`src/rtl/rom_ctrl_check_seq_pkg.sv`:
```
// rtl/rom_ctrl_check_seq_pkg.sv - shared types and defaults for the ROM check sequencer
package rom_ctrl_check_seq_pkg;

    localparam int DefRomDepth    = 16;
    localparam int DefRomTopCount = 2;
    localparam int DefDW          = 32;
    localparam int NonTopCount    = DefRomDepth - DefRomTopCount;
    localparam int DigestW        = DefDW * DefRomTopCount;

    // Codes are words of a [6,3,3] linear code: any single-bit upset lands on an unlisted value.
    typedef enum logic [5:0] {
        StReadNonTop = 6'b100110,
        StReadTop    = 6'b010101,
        StWaitDigest = 6'b001011,
        StCompare    = 6'b110011,
        StDone       = 6'b101101,
        StInvalid    = 6'b011110
    } state_e;

endpackage

```
`src/rtl/rom_ctrl_exp_digest.sv`:
```
// rtl/rom_ctrl_exp_digest.sv - capture bank for the expected digest held in the top ROM words
module rom_ctrl_exp_digest #(
    parameter int  RomDepth    = 16,
    parameter int  RomTopCount = 2,
    parameter int  DW          = 32,
    localparam int AW          = (RomDepth > 1) ? $clog2(RomDepth) : 1
) (
    input  logic                      clk_i,
    input  logic                      rst_ni,
    input  logic                      we_i,
    input  logic [AW-1:0]             addr_i,
    input  logic [DW-1:0]             wdata_i,
    output logic [DW*RomTopCount-1:0] exp_o
);

    localparam logic [AW-1:0] Base = AW'(RomDepth - RomTopCount);

    logic [AW-1:0]                     slot;
    logic [RomTopCount-1:0][DW-1:0]    bank_q, bank_d;

    // Wrapping subtraction: addresses below the top region give large slots that match nothing.
    assign slot  = addr_i - Base;
    assign exp_o = bank_q;

    always_comb begin
        bank_d = bank_q;
        for (int i = 0; i < RomTopCount; i++) begin
            if (we_i && (slot == AW'(i))) begin
                bank_d[i] = wdata_i;
            end
        end
    end

    always_ff @(posedge clk_i or negedge rst_ni) begin
        if (!rst_ni) begin
            bank_q <= '0;
        end else begin
            bank_q <= bank_d;
        end
    end

endmodule

```
`src/rtl/rom_ctrl_check_seq.sv`:
```
// rtl/rom_ctrl_check_seq.sv - ROM integrity check sequencer: streams ROM to KMAC, compares digests
module rom_ctrl_check_seq
    import rom_ctrl_check_seq_pkg::*;
#(
    parameter int  RomDepth    = DefRomDepth,
    parameter int  RomTopCount = DefRomTopCount,
    parameter int  DW          = DefDW,
    localparam int AW          = (RomDepth > 1) ? $clog2(RomDepth) : 1
) (
    input  logic                      clk_i,
    input  logic                      rst_ni,
    input  logic                      cnt_done_i,
    input  logic [AW-1:0]             cnt_data_addr_i,
    input  logic                      cnt_last_nontop_i,
    output logic                      cnt_data_rdy_o,
    input  logic [DW-1:0]             rom_rdata_i,
    output logic [DW-1:0]             kmac_data_o,
    output logic                      kmac_valid_o,
    output logic                      kmac_last_o,
    input  logic                      kmac_ready_i,
    input  logic                      kmac_done_i,
    input  logic [DW*RomTopCount-1:0] kmac_digest_i,
    output logic [DW*RomTopCount-1:0] exp_digest_o,
    output logic                      bus_sel_o,
    output logic                      done_o,
    output logic                      good_o,
    output logic                      alert_o
);

    state_e                    state_q, state_d;
    logic                      vld_q, vld_d;
    logic                      cnt_done_seen_q, cnt_done_seen_d;
    logic [DW*RomTopCount-1:0] digest_q, digest_d;
    logic                      good_q, good_d;
    logic                      done_q, done_d;
    logic                      bus_sel_q, bus_sel_d;
    logic                      alert_q, alert_d;
    logic                      exp_we;

    rom_ctrl_exp_digest #(
        .RomDepth    (RomDepth),
        .RomTopCount (RomTopCount),
        .DW          (DW)
    ) u_exp_digest (
        .clk_i   (clk_i),
        .rst_ni  (rst_ni),
        .we_i    (exp_we),
        .addr_i  (cnt_data_addr_i),
        .wdata_i (rom_rdata_i),
        .exp_o   (exp_digest_o)
    );

    assign kmac_data_o = rom_rdata_i;
    assign bus_sel_o   = bus_sel_q;
    assign done_o      = done_q;
    assign good_o      = good_q;
    assign alert_o     = alert_q;

    always_comb begin
        state_d         = state_q;
        vld_d           = 1'b1;
        cnt_done_seen_d = cnt_done_seen_q | cnt_done_i;
        digest_d        = digest_q;
        good_d          = good_q;
        exp_we          = 1'b0;
        kmac_valid_o    = 1'b0;
        kmac_last_o     = 1'b0;
        cnt_data_rdy_o  = 1'b0;

        case (state_q)
            StReadNonTop: begin
                // Nothing is offered or advanced until the first ROM word is valid.
                kmac_valid_o   = vld_q;
                kmac_last_o    = vld_q & cnt_last_nontop_i;
                cnt_data_rdy_o = vld_q & kmac_ready_i;
                if (vld_q && kmac_ready_i && cnt_last_nontop_i) begin
                    state_d = StReadTop;
                end
            end
            StReadTop: begin
                cnt_data_rdy_o = 1'b1;
                exp_we         = 1'b1;
                if (cnt_done_i) begin
                    state_d = StWaitDigest;
                end
            end
            StWaitDigest: begin
                if (kmac_done_i) begin
                    digest_d = kmac_digest_i;
                    state_d  = StCompare;
                end
            end
            StCompare: begin
                good_d  = (digest_q == exp_digest_o);
                state_d = StDone;
            end
            StDone, StInvalid: begin
            end
            default: state_d = StInvalid;
        endcase

        // Done is excluded so the bus grant can never be withdrawn once given.
        if ((state_q inside {StReadNonTop, StReadTop}) && kmac_done_i) begin
            state_d = StInvalid;
        end
        if (!(state_q inside {StDone, StInvalid}) && cnt_done_seen_q && !cnt_done_i) begin
            state_d = StInvalid;
        end

        done_d    = (state_d == StDone);
        bus_sel_d = (state_d == StDone);
        alert_d   = (state_d == StInvalid);
    end

    always_ff @(posedge clk_i or negedge rst_ni) begin
        if (!rst_ni) begin
            state_q         <= StReadNonTop;
            vld_q           <= 1'b0;
            cnt_done_seen_q <= 1'b0;
            digest_q        <= '0;
            good_q          <= 1'b0;
            done_q          <= 1'b0;
            bus_sel_q       <= 1'b0;
            alert_q         <= 1'b0;
        end else begin
            state_q         <= state_d;
            vld_q           <= vld_d;
            cnt_done_seen_q <= cnt_done_seen_d;
            digest_q        <= digest_d;
            good_q          <= good_d;
            done_q          <= done_d;
            bus_sel_q       <= bus_sel_d;
            alert_q         <= alert_d;
        end
    end

endmodule

```
`config.mk`:
```
export PLATFORM = sky130hd
export DESIGN_NAME = rom_ctrl_check_seq
export DESIGN_NICKNAME = d
export VERILOG_FILES = /design/src/rtl/rom_ctrl_check_seq_pkg.sv /design/src/rtl/rom_ctrl_exp_digest.sv /design/src/rtl/rom_ctrl_check_seq.sv
export SDC_FILE = /design/constraint.sdc
export NUM_CORES = 1
export LEC_CHECK = 0
export ABC_AREA = 1
export BUFFER_PORTS_ARGS = -buffer_cell sky130_fd_sc_hd__buf_2
export CAP_MARGIN = 20
export CORE_AREA = 3 3 174 108
export DETAILED_ROUTE_END_ITERATION = 10
export DIE_AREA = 0 0 177 111
export HOLD_SLACK_MARGIN = 0.02
export SYNTH_ARGS = -nofsm -noshare
export SYNTH_HDL_FRONTEND = slang
export SYNTH_SLANG_ARGS = --single-unit
```
`constraint.sdc`:
```
create_clock -name clk_i -period 1.84 [get_ports clk_i]
set_clock_uncertainty 0.05 [all_clocks]
set_input_delay 0.368 -clock clk_i [delete_from_list [all_inputs] [get_ports clk_i]]
set_output_delay 0.368 -clock clk_i [all_outputs]
set_load 0.05 [all_outputs]
```
; Yosys cells after proc, flatten, opt, wreduce, memory -nomap -nowiden
; Cells that the tools add are included.
[classes]
addsub = 1
eq_ne = 10
div_mod_pow = 0
n_reduce_logical = 14
shift = 0
mul = 0
order_cmp = 0
mux = 10
bitwise_logic = 3
[ops]
columns = cell, count
row1 = $eq A64 B64 Y1, 1
row2 = $mux W6, 5
row3 = $pmux W6 S5, 1
row4 = $eq A6 B6 Y1 const B, 4
row5 = $eq A6 B5 Y1 const B, 3
row6 = $logic_and A1 B1 Y1, 7
row7 = $eq A6 B4 Y1 const B, 1
row8 = $eq A4 B1 Y1 const B, 1
row9 = $logic_not A4 Y1, 1
row10 = $reduce_bool A2 Y1, 2
row11 = $sub A4 B4 Y4 const B, 1
row12 = $mux W1, 3
row13 = $and A1 B1 Y1, 2
row14 = $logic_not A1 Y1, 2
row15 = $pmux W1 S2, 1
row16 = $reduce_and A2 Y1, 1
row17 = $reduce_or A2 Y1, 1
row18 = $or A1 B1 Y1, 1
[word_totals]
ram_bits = 0
in_bits = 106
latchBits = 0
out_inout_bits = 103
n_memories = 0
wordCells = 47
mem_bits_ro = 0
reg_bits = 139

; Logic depth before layout (Yosys ltp)
[logic_depth]
depth_word = 7
mapped_depth = 10
mapped_depth_nobuf = 10

; By module
; Synthesis repeated with hierarchy kept, for this count alone.
[hier_totals]
hier_cells = 861
area_unflattened_um2 = 6967.9
[by_module_without_submodules]
columns = mod, cells_per_inst, n_inst, area_per_inst_um2, seq_area_each_um2
row1 = rom_ctrl_check_seq, 568, 1, 4300.4, 1880.6
row2 = rom_ctrl_exp_digest, 293, 1, 2667.6, 1601.5

; Least setup slack after synthesis
; No wires, ideal clock.
[synth_timing]
path_type = register to output
start = register state_q[5]
end = output cnt_data_rdy_o
required_ps = 1422
path_buffers = 0
path_stages_with_launch = 5
arrival_ps = 1968
path_slack_ps = -546
cell_sequence = dfstp_2 -> inv_1 -> nor2_1 -> nand3_1 -> o21ai_0
[synth_between]
elab_chain_len = 2
elab_cells_between_ends = 3
classes_between = 2 x eq/ne / 1 x mux
[synth_lines]
columns = item, line_no
row1 = from (decl), rom_ctrl_check_seq.sv:30  ; state_e state_q, state_d;
row2 = from (signal assigned), rom_ctrl_check_seq.sv:117  ; state_q <= StReadNonTop;
row3 = from (signal assigned), rom_ctrl_check_seq.sv:126  ; state_q <= state_d;
row4 = $eq A6 B5 Y1 or $eq A6 B6 Y1 (tied branches), rom_ctrl_check_seq.sv:70  ; case (state_q)
row5 = $pmux W1 S2 (*), rom_ctrl_check_seq.sv:70
row6 = to (decl), rom_ctrl_check_seq.sv:15  ; output logic cnt_data_rdy_o,
; Every way passes the cells marked *; elsewhere a longest branch is shown, timed or not.

; Worst setup path after layout
[layout_timing]
start = register state_q[2]
end = output cnt_data_rdy_o
; Same word-level chain as after synthesis.

==> impl_metrics.csv <==
group,metric,value,unit
sta,finalMaxSlewViolations,0,
die,die_height,111,um
sta,fin_crit_sh,1.14,
power,p_clk_frac,0.493,
flow_run,maxCapViolCount,0,
setup_path,required,1.42,ns
clocking,cts_tree,"yes",
final_layout,layout-drive-gt1-share,0.299,
detailed_routing,viasPerCell,4.56,
synthesis,synthArstFlopShare,1.00,
clocking,clkTransAtPathRegs,0.06,ns
worst_hold_path,hold_depth,3,
setup_path,critPathMaxStageDelay,0.54,ns
synthesis,yosys-top-cells-count,"337 x nand2_1, 136 x dfrtp_1, 131 x inv_1",
synthesis,syn_area,6920,um^2
global_route,gr-total-overflow,0,
synthesis,synth_cell_type_count,27,
sta,setup_viol,3,
clocking,cts_buffers,17,
setup_path,start_kind,"register",
synthesis,synth_edf_count,0,
setup_path,cp_slowest_cell,"dfstp_2",
synthesis,ys.flop_type,"dfrtp_1",
placement,post_dp_cell_area,8100,um^2
setup_path,rr_worst_depth,10,
setup_path,crit_path_max_fanout,5,
clocking,root_buffer,"clkbuf_16",
final_layout,diodes,0,
power,powerDensity,837,nW/um^2
die,die_w,177,um
sta,final_hold_viol_count,0,
synthesis,ys_seq_elements,139,
worst_hold_path,whs_endpoint,"digest_q[36]$_DFFE_PN0P_",
power,intPower,5.60,mW
placement,io_buffers,208,
sta,finalCriticalPeriod,2.10,ns
final_layout,final_nets,1184,
die,die_area,19600,um^2
run_status,status,"finished with violations",
clocking,clk-insertion-delay-late,0.42,ns
global_route,grt_max_degree,65,
setup_path,path_cells,"inv_2 -> nor2_4 -> nand3_4 -> o21ai_2 -> buf_6",
power,p_sw_frac,0.253,
setup_path,arrival,1.69,ns
synthesis,synth_most_common_cell,"nand2_1",
sta,fmax,475,MHz
die,start_util,0.403,
setup_path,regToRegSetupSlack,0.06,ns
setup_path,endpoint_kind,"primary output",
placement,dp_hpwl,15.0,mm
detailed_routing,dr.pass1.iters,5,
synthesis,yosysTopAreaCell,"dfrtp_1",
final_layout,area_growth,29.3,%
global_route,antenna_found_initial,1,
setup_path,critPathKind,"register to primary output",
synthesis,synthTopCellsByArea,"dfrtp_1 49%, nand2_1 18%, inv_1 7.1%",
clocking,cts.sinks,139,
power,p_comb_frac,0.089,
detailed_routing,drt_wl_total,20.2,mm
placement,gp_congestion,0.887,
global_route,grt_pass1_vias,5744,
power,p_sw,1.89,mW
final_layout,final_cell_area,8950,um^2
detailed_routing,final_antenna_net_count,0,
power,vdd_ir_drop_max,501,uV
run_status,violations,"negative setup slack",
synthesis,yosys_warnings,0,
global_route,grt_pass1_wl,31.5,mm
synthesis,syn_nets,988,
worst_hold_path,hp-class,"primary input to register",
die,fp-row-count,37,
synthesis,synth_top_area_frac,0.492,
setup_path,r2r_end,"bus_sel_o$_DFF_PN0_",
worst_hold_path,min_from,"kmac_digest_i[36]",
sta,rsz0062_at_grt,"yes",
synthesis,syn_area_per_cell,7.86,um^2
detailed_routing,vias,6035,
setup_path,r2r-start,"state_q[1]$_DFF_PN1_",
synthesis,syn_inst,881,
global_route,track_usage,0.208,
detailed_routing,drc,0,
die,core,17200,um^2
detailed_routing,detailedRoute.firstIterationViolations,375,
sta,setup_slack,-0.264,ns
detailed_routing,post_drt_wl_per_cell,15.2,um
die,io_pins,209,
power,power_frac_seq,0.418,
power,p_leak,4.92,nW
clocking,ctsLongestPathBuffers,2,
synthesis,synth.yosys.seq_area_share,0.503,
placement,place_ws,0.00914,ns
clocking,htree_levels,4,
==> power groups by stage <==
stage	registers [mW]	clock network [mW]	logic, mW
global placement	3.19	0	0.669
floorplan	3.29	0	0.292
finish	3.13	3.69	0.667
CTS	3.13	3.75	0.676
detailed placement	3.19	0	0.672
global route	3.14	3.88	0.724
==> routing by layer <==
layer / share of wire / routed length, um / up-vias / track usage
li1: - / - / 3036 / -
met1: 0.51 / 10300 / 2745 / 0.333
met2: 0.40 / 8050 / 230 / 0.280
met3: 0.079 / 1600 / 22 / 0.0500
met4: 0.0088 / 177 / 2 / 0.0408
met5: 0.00064 / 13 / - / 0
==> sequential cells by signal, summed over array words and instances, names as in the netlist <==
signal              count
digest_q               64
u_exp_digest.exp_o     64
state_q                 6
alert_o                 1
bus_sel_o               1
cnt_done_seen_q         1
good_o                  1
vld_q                   1
==> how the worst max path moves through the flow <==
stage | slack, ns | depth (start not counted) | endpoint | start
floorplan | -0.12 | 4 | kmac_last_o | state_q[5]$_DFF_PN1_
global placement | 0.05 | 5 | cnt_data_rdy_o | state_q[1]$_DFF_PN1_
detailed placement | 0.009 | 5 | cnt_data_rdy_o | state_q[1]$_DFF_PN1_
CTS | -0.18 | 5 | kmac_last_o | state_q[5]$_DFF_PN1_
global route | -0.32 | 5 | kmac_last_o | state_q[2]$_DFF_PN1_
finish | -0.26 | 5 | cnt_data_rdy_o | state_q[2]$_DFF_PN1_
==> worst max-delay path, delay by kind of cell (launching register included) <==
kind / cells / cell delay (ns)
AND/OR/NAND/NOR: 2 / 0.30
AO/OA/AOI/OAI: 1 / 0.18
flip-flops: 1 / 0.54
buffers and inverters: 2 / 0.25
==> timing repair <==
item / 4_1_cts / 5_1_grt
pin swaps: 4 / 6
setup endpoints to repair: 3 / 92
gates resized for setup: 18 / 16
endpoints found under the hold margin: 31 / 0
gates cloned: 0 / 1
hold buffers: 1 / 0
buffers inserted: 7 / 4
==> layout by cell type (no fill, tap or decap), types with 3 or more instances in the layout <==
cell type / instances
dfstp_2: 3
inv_1: 129
buf_2: 204
xnor2_1: 14
buf_4: 14
nand3_1: 4
buf_12: 8
nand3_4: 3
xor2_1: 6
nor2_2: 3
buf_6: 7
inv_2: 3
nand3_2: 3
o21ai_2: 31
o21ai_0: 19
nor2_4: 5
clkbuf_16: 18
inv_6: 4
nor2_1: 46
nand4_1: 7
o21ai_1: 64
nand2_1: 335
bufinv_16: 4
dfrtp_1: 135
==> metrics by stage <==
stage | hold slack (ns) | setup TNS (ns) | cells | utilization | total power, mW
floorplan | 0.0224 | -0.121 | 881 | - | 3.58
global route | 0.0887 | -0.958 | 1324 | 0.521 | 7.74
detailed placement | 0.263 | 0 | 1282 | 0.471 | 3.86
global placement | 0.261 | 0 | 1282 | 0.471 | 3.86
CTS | 0.0793 | -0.460 | 1322 | 0.516 | 7.56
finish | 0.0914 | -0.694 | 1324 | 0.521 | 7.49
==> kinds of logic after synthesis <==
logic type | Yosys count | share of synthesized area
flip-flops | 139 | 0.503
AND/OR/NAND/NOR | 414 | 0.235
adder cells (fa/ha/maj) | 1 | 0.00181
AO/OA/AOI/OAI | 114 | 0.0987
buffers and inverters | 192 | 0.135
XOR/XNOR | 20 | 0.0253
other | 1 | 0.000542
==> final cells by class <==
type,instances,area [um^2]
fillers,1676,8220
flip-flops and latches,139,3480
multi-input cells,550,2610
repair buffers,236,1430
inverters,133,504
clock buffers,19,443
well taps,234,293
clock inverters,13,189
Note: power is estimated with default switching activity, not from simulation.
